===== src/rtl/float_to_fixed_pkg.sv =====
// Shared constants and state encoding for the float/fixed converter pair.
package float_to_fixed_pkg;

  localparam int          MANTISSA_SIZE = 23;
  localparam int          BIAS          = 127;
  localparam logic [7:0]  EXP_SPECIAL   = 8'd255;
  localparam logic [31:0] SAT_POS       = 32'h7FFF_FFFF;
  localparam logic [31:0] SAT_NEG       = 32'h8000_0000;

  typedef enum logic [2:0] {
    IDLE   = 3'd0,
    DECODE = 3'd1,
    SHIFT  = 3'd2,
    NEGATE = 3'd3,
    DONE   = 3'd4
  } state_e;

  // Positive result means shift the 24-bit significand left, negative means right.
  function automatic logic signed [9:0] calc_shift(input logic [7:0] e, input logic [4:0] p);
    return $signed({2'b00, e}) + $signed({5'b00000, p}) - $signed(10'(BIAS + MANTISSA_SIZE));
  endfunction

endpackage


===== src/rtl/float_to_fixed_unpack.sv =====
// Combinational field split and classification of an IEEE-754 single.
module float_unpack
  import float_to_fixed_pkg::*;
(
  input  logic [31:0]              flt,
  input  logic [4:0]               pos,
  output logic                     sign,
  output logic [MANTISSA_SIZE-1:0] man,
  output logic                     is_nan,
  output logic                     is_inf,
  output logic                     is_zero_or_denorm,
  output logic signed [9:0]        sh
);

  logic [7:0] expo_s;

  assign sign              = flt[31];
  assign expo_s            = flt[30:MANTISSA_SIZE];
  assign man               = flt[MANTISSA_SIZE-1:0];
  assign is_nan            = (expo_s == EXP_SPECIAL) && (man != '0);
  assign is_inf            = (expo_s == EXP_SPECIAL) && (man == '0);
  assign is_zero_or_denorm = (expo_s == 8'd0);
  assign sh                = calc_shift(expo_s, pos);

endmodule


===== src/rtl/float_to_fixed.sv =====
// Iterative IEEE-754 single to 32-bit fixed-point converter: truncates toward
// zero, saturates on overflow, shifts the significand one bit per cycle.
module float_to_fixed
  import float_to_fixed_pkg::*;
#(
  parameter int FIXED_WIDTH = 32
) (
  input  logic                   clk,
  input  logic                   rst,
  input  logic                   in_valid,
  output logic                   in_ready,
  input  logic [31:0]            floatnumber,
  input  logic [4:0]             fixpointpos,
  output logic                   out_valid,
  input  logic                   out_ready,
  output logic [FIXED_WIDTH-1:0] result,
  output logic                   overflow,
  output logic                   inexact,
  output logic                   invalid
);

  state_e state_r, state_s;

  logic [31:0]              flt_r;
  logic [4:0]               pos_r;
  logic [FIXED_WIDTH-1:0]   mag_r;
  logic [4:0]               cnt_r;
  logic                     left_r, sat_r, inx_r, inv_r;
  logic                     in_ready_r, out_valid_r;
  logic [FIXED_WIDTH-1:0]   result_r;
  logic                     overflow_r, inexact_r, invalid_r;

  logic                     sign_s, is_nan_s, is_inf_s, is_zd_s;
  logic [MANTISSA_SIZE-1:0] man_s;
  logic signed [9:0]        sh_s;

  logic [FIXED_WIDTH-1:0]   dec_mag_s;
  logic [4:0]               dec_cnt_s;
  logic                     dec_left_s, dec_sat_s, dec_inx_s, dec_inv_s;

  float_unpack u_unpack (
    .flt               (flt_r),
    .pos               (pos_r),
    .sign              (sign_s),
    .man               (man_s),
    .is_nan            (is_nan_s),
    .is_inf            (is_inf_s),
    .is_zero_or_denorm (is_zd_s),
    .sh                (sh_s)
  );

  // Classify the latched operand; special cases skip the shifter (count 0).
  always_comb begin
    dec_mag_s  = {{(FIXED_WIDTH-MANTISSA_SIZE-1){1'b0}}, 1'b1, man_s};
    dec_cnt_s  = 5'd0;
    dec_left_s = ~sh_s[9];
    dec_sat_s  = 1'b0;
    dec_inx_s  = 1'b0;
    dec_inv_s  = 1'b0;
    if (is_nan_s) begin
      dec_mag_s = '0;
      dec_inv_s = 1'b1;
    end else if (is_inf_s) begin
      dec_sat_s = 1'b1;
    end else if (is_zd_s) begin
      dec_mag_s = '0;
      dec_inx_s = (man_s != '0);
    end else if ((sh_s == 10'sd8) && sign_s && (man_s == '0)) begin
      // Exactly -2^31: negating 0x80000000 leaves it unchanged.
      dec_mag_s = SAT_NEG;
    end else if (sh_s > 10'sd7) begin
      dec_sat_s = 1'b1;
    end else if (sh_s < -10'sd24) begin
      dec_mag_s = '0;
      dec_inx_s = 1'b1;
    end else begin
      dec_cnt_s = sh_s[9] ? 5'(-sh_s) : 5'(sh_s);
    end
  end

  // Next-state logic.
  always_comb begin
    state_s = state_r;
    case (state_r)
      IDLE: begin
        if (in_valid) state_s = DECODE;
        else          state_s = IDLE;
      end
      DECODE: begin
        if (dec_cnt_s == 5'd0) state_s = NEGATE;
        else                   state_s = SHIFT;
      end
      SHIFT: begin
        if (cnt_r == 5'd1) state_s = NEGATE;
        else               state_s = SHIFT;
      end
      NEGATE: state_s = DONE;
      DONE: begin
        if (out_valid_r && out_ready) state_s = IDLE;
        else                          state_s = DONE;
      end
      default: state_s = IDLE;
    endcase
  end

  // State register.
  always_ff @(posedge clk or negedge rst) begin
    if (!rst) state_r <= IDLE;
    else      state_r <= state_s;
  end

  // Operand latch, decode capture and the bit-serial shifter.
  always_ff @(posedge clk or negedge rst) begin
    if (!rst) begin
      flt_r  <= 32'd0;
      pos_r  <= 5'd0;
      mag_r  <= '0;
      cnt_r  <= 5'd0;
      left_r <= 1'b0;
      sat_r  <= 1'b0;
      inx_r  <= 1'b0;
      inv_r  <= 1'b0;
    end else begin
      case (state_r)
        IDLE: begin
          if (in_valid) begin
            flt_r <= floatnumber;
            pos_r <= fixpointpos;
          end
        end
        DECODE: begin
          mag_r  <= dec_mag_s;
          cnt_r  <= dec_cnt_s;
          left_r <= dec_left_s;
          sat_r  <= dec_sat_s;
          inx_r  <= dec_inx_s;
          inv_r  <= dec_inv_s;
        end
        SHIFT: begin
          if (left_r) begin
            mag_r <= {mag_r[FIXED_WIDTH-2:0], 1'b0};
          end else begin
            mag_r <= {1'b0, mag_r[FIXED_WIDTH-1:1]};
            inx_r <= inx_r | mag_r[0];
          end
          cnt_r <= cnt_r - 5'd1;
        end
        default: ;
      endcase
    end
  end

  // Output registers: result loads in NEGATE, out_valid rises once in DONE.
  always_ff @(posedge clk or negedge rst) begin
    if (!rst) begin
      result_r    <= '0;
      overflow_r  <= 1'b0;
      inexact_r   <= 1'b0;
      invalid_r   <= 1'b0;
      out_valid_r <= 1'b0;
      in_ready_r  <= 1'b1;
    end else begin
      in_ready_r <= (state_s == IDLE);
      case (state_r)
        NEGATE: begin
          if (sat_r)       result_r <= sign_s ? SAT_NEG : SAT_POS;
          else if (sign_s) result_r <= ~mag_r + 32'd1;
          else             result_r <= mag_r;
          overflow_r <= sat_r;
          inexact_r  <= inx_r;
          invalid_r  <= inv_r;
        end
        DONE: begin
          if (out_valid_r && out_ready) out_valid_r <= 1'b0;
          else                          out_valid_r <= 1'b1;
        end
        default: out_valid_r <= 1'b0;
      endcase
    end
  end

  assign in_ready  = in_ready_r;
  assign out_valid = out_valid_r;
  assign result    = result_r;
  assign overflow  = overflow_r;
  assign inexact   = inexact_r;
  assign invalid   = invalid_r;

endmodule


===== config.mk =====
export PLATFORM = sky130hd
export DESIGN_NAME = float_to_fixed
export DESIGN_NICKNAME = d
export VERILOG_FILES = /design/src/rtl/float_to_fixed_pkg.sv /design/src/rtl/float_to_fixed_unpack.sv /design/src/rtl/float_to_fixed.sv
export SDC_FILE = /design/constraint.sdc
export NUM_CORES = 1
export LEC_CHECK = 0
export BUFFER_PORTS_ARGS = -buffer_cell sky130_fd_sc_hd__buf_4
export CAP_MARGIN = 20
export CORE_MARGIN = 1.5
export CORE_UTILIZATION = 64
export DETAILED_ROUTE_END_ITERATION = 8
export PLACE_DENSITY = 0.87
export SYNTH_ARGS = -nofsm -noshare
export SYNTH_HDL_FRONTEND = slang
export SYNTH_HIERARCHICAL = 1
export SYNTH_SLANG_ARGS = --single-unit

===== constraint.sdc =====
create_clock -name clk -period 9 [get_ports clk]
set_input_delay 0.9 -clock clk [delete_from_list [all_inputs] [get_ports clk]]
set_output_delay 0.9 -clock clk [all_outputs]
set_load 0.1 [all_outputs]

==> impl_results.md <==
* Status: finished clean
* Initial antenna violation count at 0
* Postcts setup bufs at 0
* Die ar. at 11480 um2
* DP HPWL at 11580 um
* Slew margin rel. at 42.65%
* 1st-pass router iterations at 5
* Antenna diodes at 0
* GP Congestion at 0.8862
* Share of post-route cells with drive strength above 1 at 21.15%
* CP Launch Type: flip-flop
* Place WS at 5.172 ns
* RSZ-0062 raised after global routing: no
* Remaining antenna violation count at 0
* Worst r2r path cells at 16
* Clock skew at 0.006679 ns
* Synth Instances at 747
* Mapped cell area at 6942 um2
* CTS tree: yes
* Yosys reg bits at 118
* Critical path data arrival time at 4.41 ns
* Starting Density at 66.64%
* WL per Instance at 19.00 um
* Hold Crit Class: input port to asynchronous set/reset pin
* Period utilization at 44.62%
* Max Cap Viol at 0
* Req. time, crit path at 9.40 ns
* Port bufs at 77
* Final Setup Violations at 0
* CTS resizes at 0
* EDFF count, synth at 0
* H-tree levels at 4
* Clock transition at the registers of the reported paths at 0.06 ns
* Synth cell types at 60
* Io pins at 78
* Clock root buffer: clkbuf_8
* Final hold vios at 0
* Slew Limit Fails at 0
* Cell taking the most area after synthesis: dfrtp_1
* Gr ovfl total at 0
* Max Fclk at 249.0 MHz
* Post-synth ARST share at 100.0%
* Ys Warns at 6
* Setup TNS at 0 ns
* Die width at 107.1 um
* Synth area leaders: dfrtp_1 (42%), mux2_2 (6.2%), mux2i_1 (5.3%)
* CTS Buf Count at 17
* Final worst setup slack at 4.984 ns
* Max FO, Critical Path at 24
* Global-route wire length before repair at 28880 um
* # rows at 37
* First DRT Iteration DRCs at 537
* Via count at 6013
* Nets at 832
* Clk buf depth at 2
* Die height at 107.1 um
* Final min period at 4.016 ns
* Cts-stage hold buffer count at 0
* Syn Area/Cell at 9.293 um2
* GR Util All Layers at 31.99%
* Worst Tran Pin Value at 0.8602 ns
* Worst setup path class: flip-flop to flip-flop
* Drt total wl at 17500 um
* Core area at 10420 um2
* Synthesized Nets at 806
* Vias in the first global route at 5963
* Yosys top cell area share at 42.18%
* Clock latency on the worst-skew pair at 0.52 ns
* Largest net degree at the start of global routing at 69
* Register area share after synthesis at 42.56%
* Vias per cell at 6.529
* Area Overhead vs Synth at 15.61%
* Post-synth top flop: dfrtp_1
* Critical Path Sink Type: flip-flop
* # DRC at 0
* TritonCTS Sinks at 118
-- worst max-delay path, stage by stage, from the launching register on --
cell and delay [ns]:
dfrtp_1 0.36, inv_1 0.07, ha_1 0.29, inv_1 0.06, ha_1 0.15, inv_1 0.05, fa_1 0.43, nor2b_4 0.13
o31a_1 0.18, o311a_1 0.21, nor3_1 0.09, nor4_1 0.50, and4_1 0.31, nor4b_1 0.33, nor4_2 0.09, buf_4 0.26
a221o_1 0.37
-- sequential cells by signal, indices dropped and copies added, names as in the netlist --
register and count:
flt_r 32, left_r 1, result 32, in_ready 1, invalid 1, inx_r 1, state_r 3, mag_r 32
pos_r 5, inv_r 1, overflow 1, out_valid 1, inexact 1, cnt_r 5, sat_r 1
-- synth_stat cells (2+ instances only) --
cell type and n:
buf_4 24, and3_1 5, nor3_1 25, o21a_1 11, or4_1 5, o22ai_1 14, o21ai_0 28, o31ai_1 15
a21o_1 2, clkinv_1 2, nand3_1 14, a211oi_1 3, mux2i_1 37, nor3b_1 5, a31oi_1 8, clkbuf_1 49
a221o_1 25, dfrtp_1 117, buf_2 2, nor4_1 22, buf_1 5, or3b_2 4, a21oi_1 45, o211ai_1 3
or3_1 6, xnor2_1 7, nor2_1 71, and4_1 5, mux2_2 38, ha_1 17, nand4_1 11, nor2b_1 2
nor4b_1 3, inv_1 31, nand2_1 61
-- layout by cell type (no fill, tap or decap), types with 3 or more instances in the layout --
cell type | Yosys | final
ha_1 | 17 | 17
or4_1 | 5 | 5
clkinvlp_4 | 0 | 4
o21a_1 | 11 | 11
xnor2_1 | 7 | 7
mux2i_1 | 37 | 37
o211ai_1 | 3 | 3
nand3_1 | 14 | 14
nand2_1 | 61 | 61
and3_1 | 5 | 5
a21oi_1 | 45 | 45
mux2_2 | 38 | 38
o21ai_0 | 28 | 28
or3_1 | 6 | 6
clkbuf_16 | 0 | 16
o31ai_1 | 15 | 15
dfrtp_1 | 117 | 117
buf_4 | 24 | 87
nand4_1 | 11 | 11
nor4_1 | 22 | 22
nor3b_1 | 5 | 5
nor3_1 | 25 | 25
and4_1 | 5 | 5
bufinv_16 | 0 | 5
or3b_2 | 4 | 4
clkbuf_8 | 0 | 4
a31oi_1 | 8 | 8
o22ai_1 | 14 | 14
a211oi_1 | 3 | 3
inv_1 | 31 | 31
a221o_1 | 25 | 25
nor2_1 | 71 | 71
-- path summary, 6_finish.rpt --
kind                                 from         end  slack [ns]
worst max-delay path            flt_r[24]    mag_r[0]        4.98
max in group asynchronous             rst   mag_r[17]        7.27
worst min register to register      inv_r     invalid        0.47
worst max register to register  flt_r[24]    mag_r[0]        4.98
min in group clk                    inv_r     invalid        0.47
worst min-delay path                  rst  result[29]        0.42
-- logic make-up after synthesis --
family	Yosys count	synth area share (%)
compound gates	167	16.22
fa+ha+maj	18	3.353
xor+xnor	7	0.8832
mux	75	11.50
buf+inv	114	7.606
flops	118	42.56
simple gates	248	17.88
-- metal layers --
metal	vias to the layer above	global-route usage, %	wire (um)
met4	0	12.86	416
met3	48	8.024	1390
li1	2768	-	-
met2	327	51.27	8445
met5	-	0	0
met1	2870	41.55	7251
-- through the flow --
step                instance area [um2]  util [%]  std cells  hold slack (ns)
global route                       8025     77.05        921           0.4628
CTS                                8020     77.00        920           0.4197
detailed placement                 7367     70.73        889           0.4601
finish                             8025     77.05        921           0.4154
global placement                   7367     70.73        889           0.4565
floorplan                          6942         -        747           0.4386
-- area by class of cell --
class,count,area (um2)
multi-input combinational,515,3466
sequential,118,2954
fill,719,2391
timing repair buffer,88,658.1
clock buffer,20,455.4
clock inverter,11,197.7
tap,136,170.2
inverter,33,123.9
Power is not shown: default switching activity piles up to over one toggle a cycle in this logic, so the estimate is an artifact.
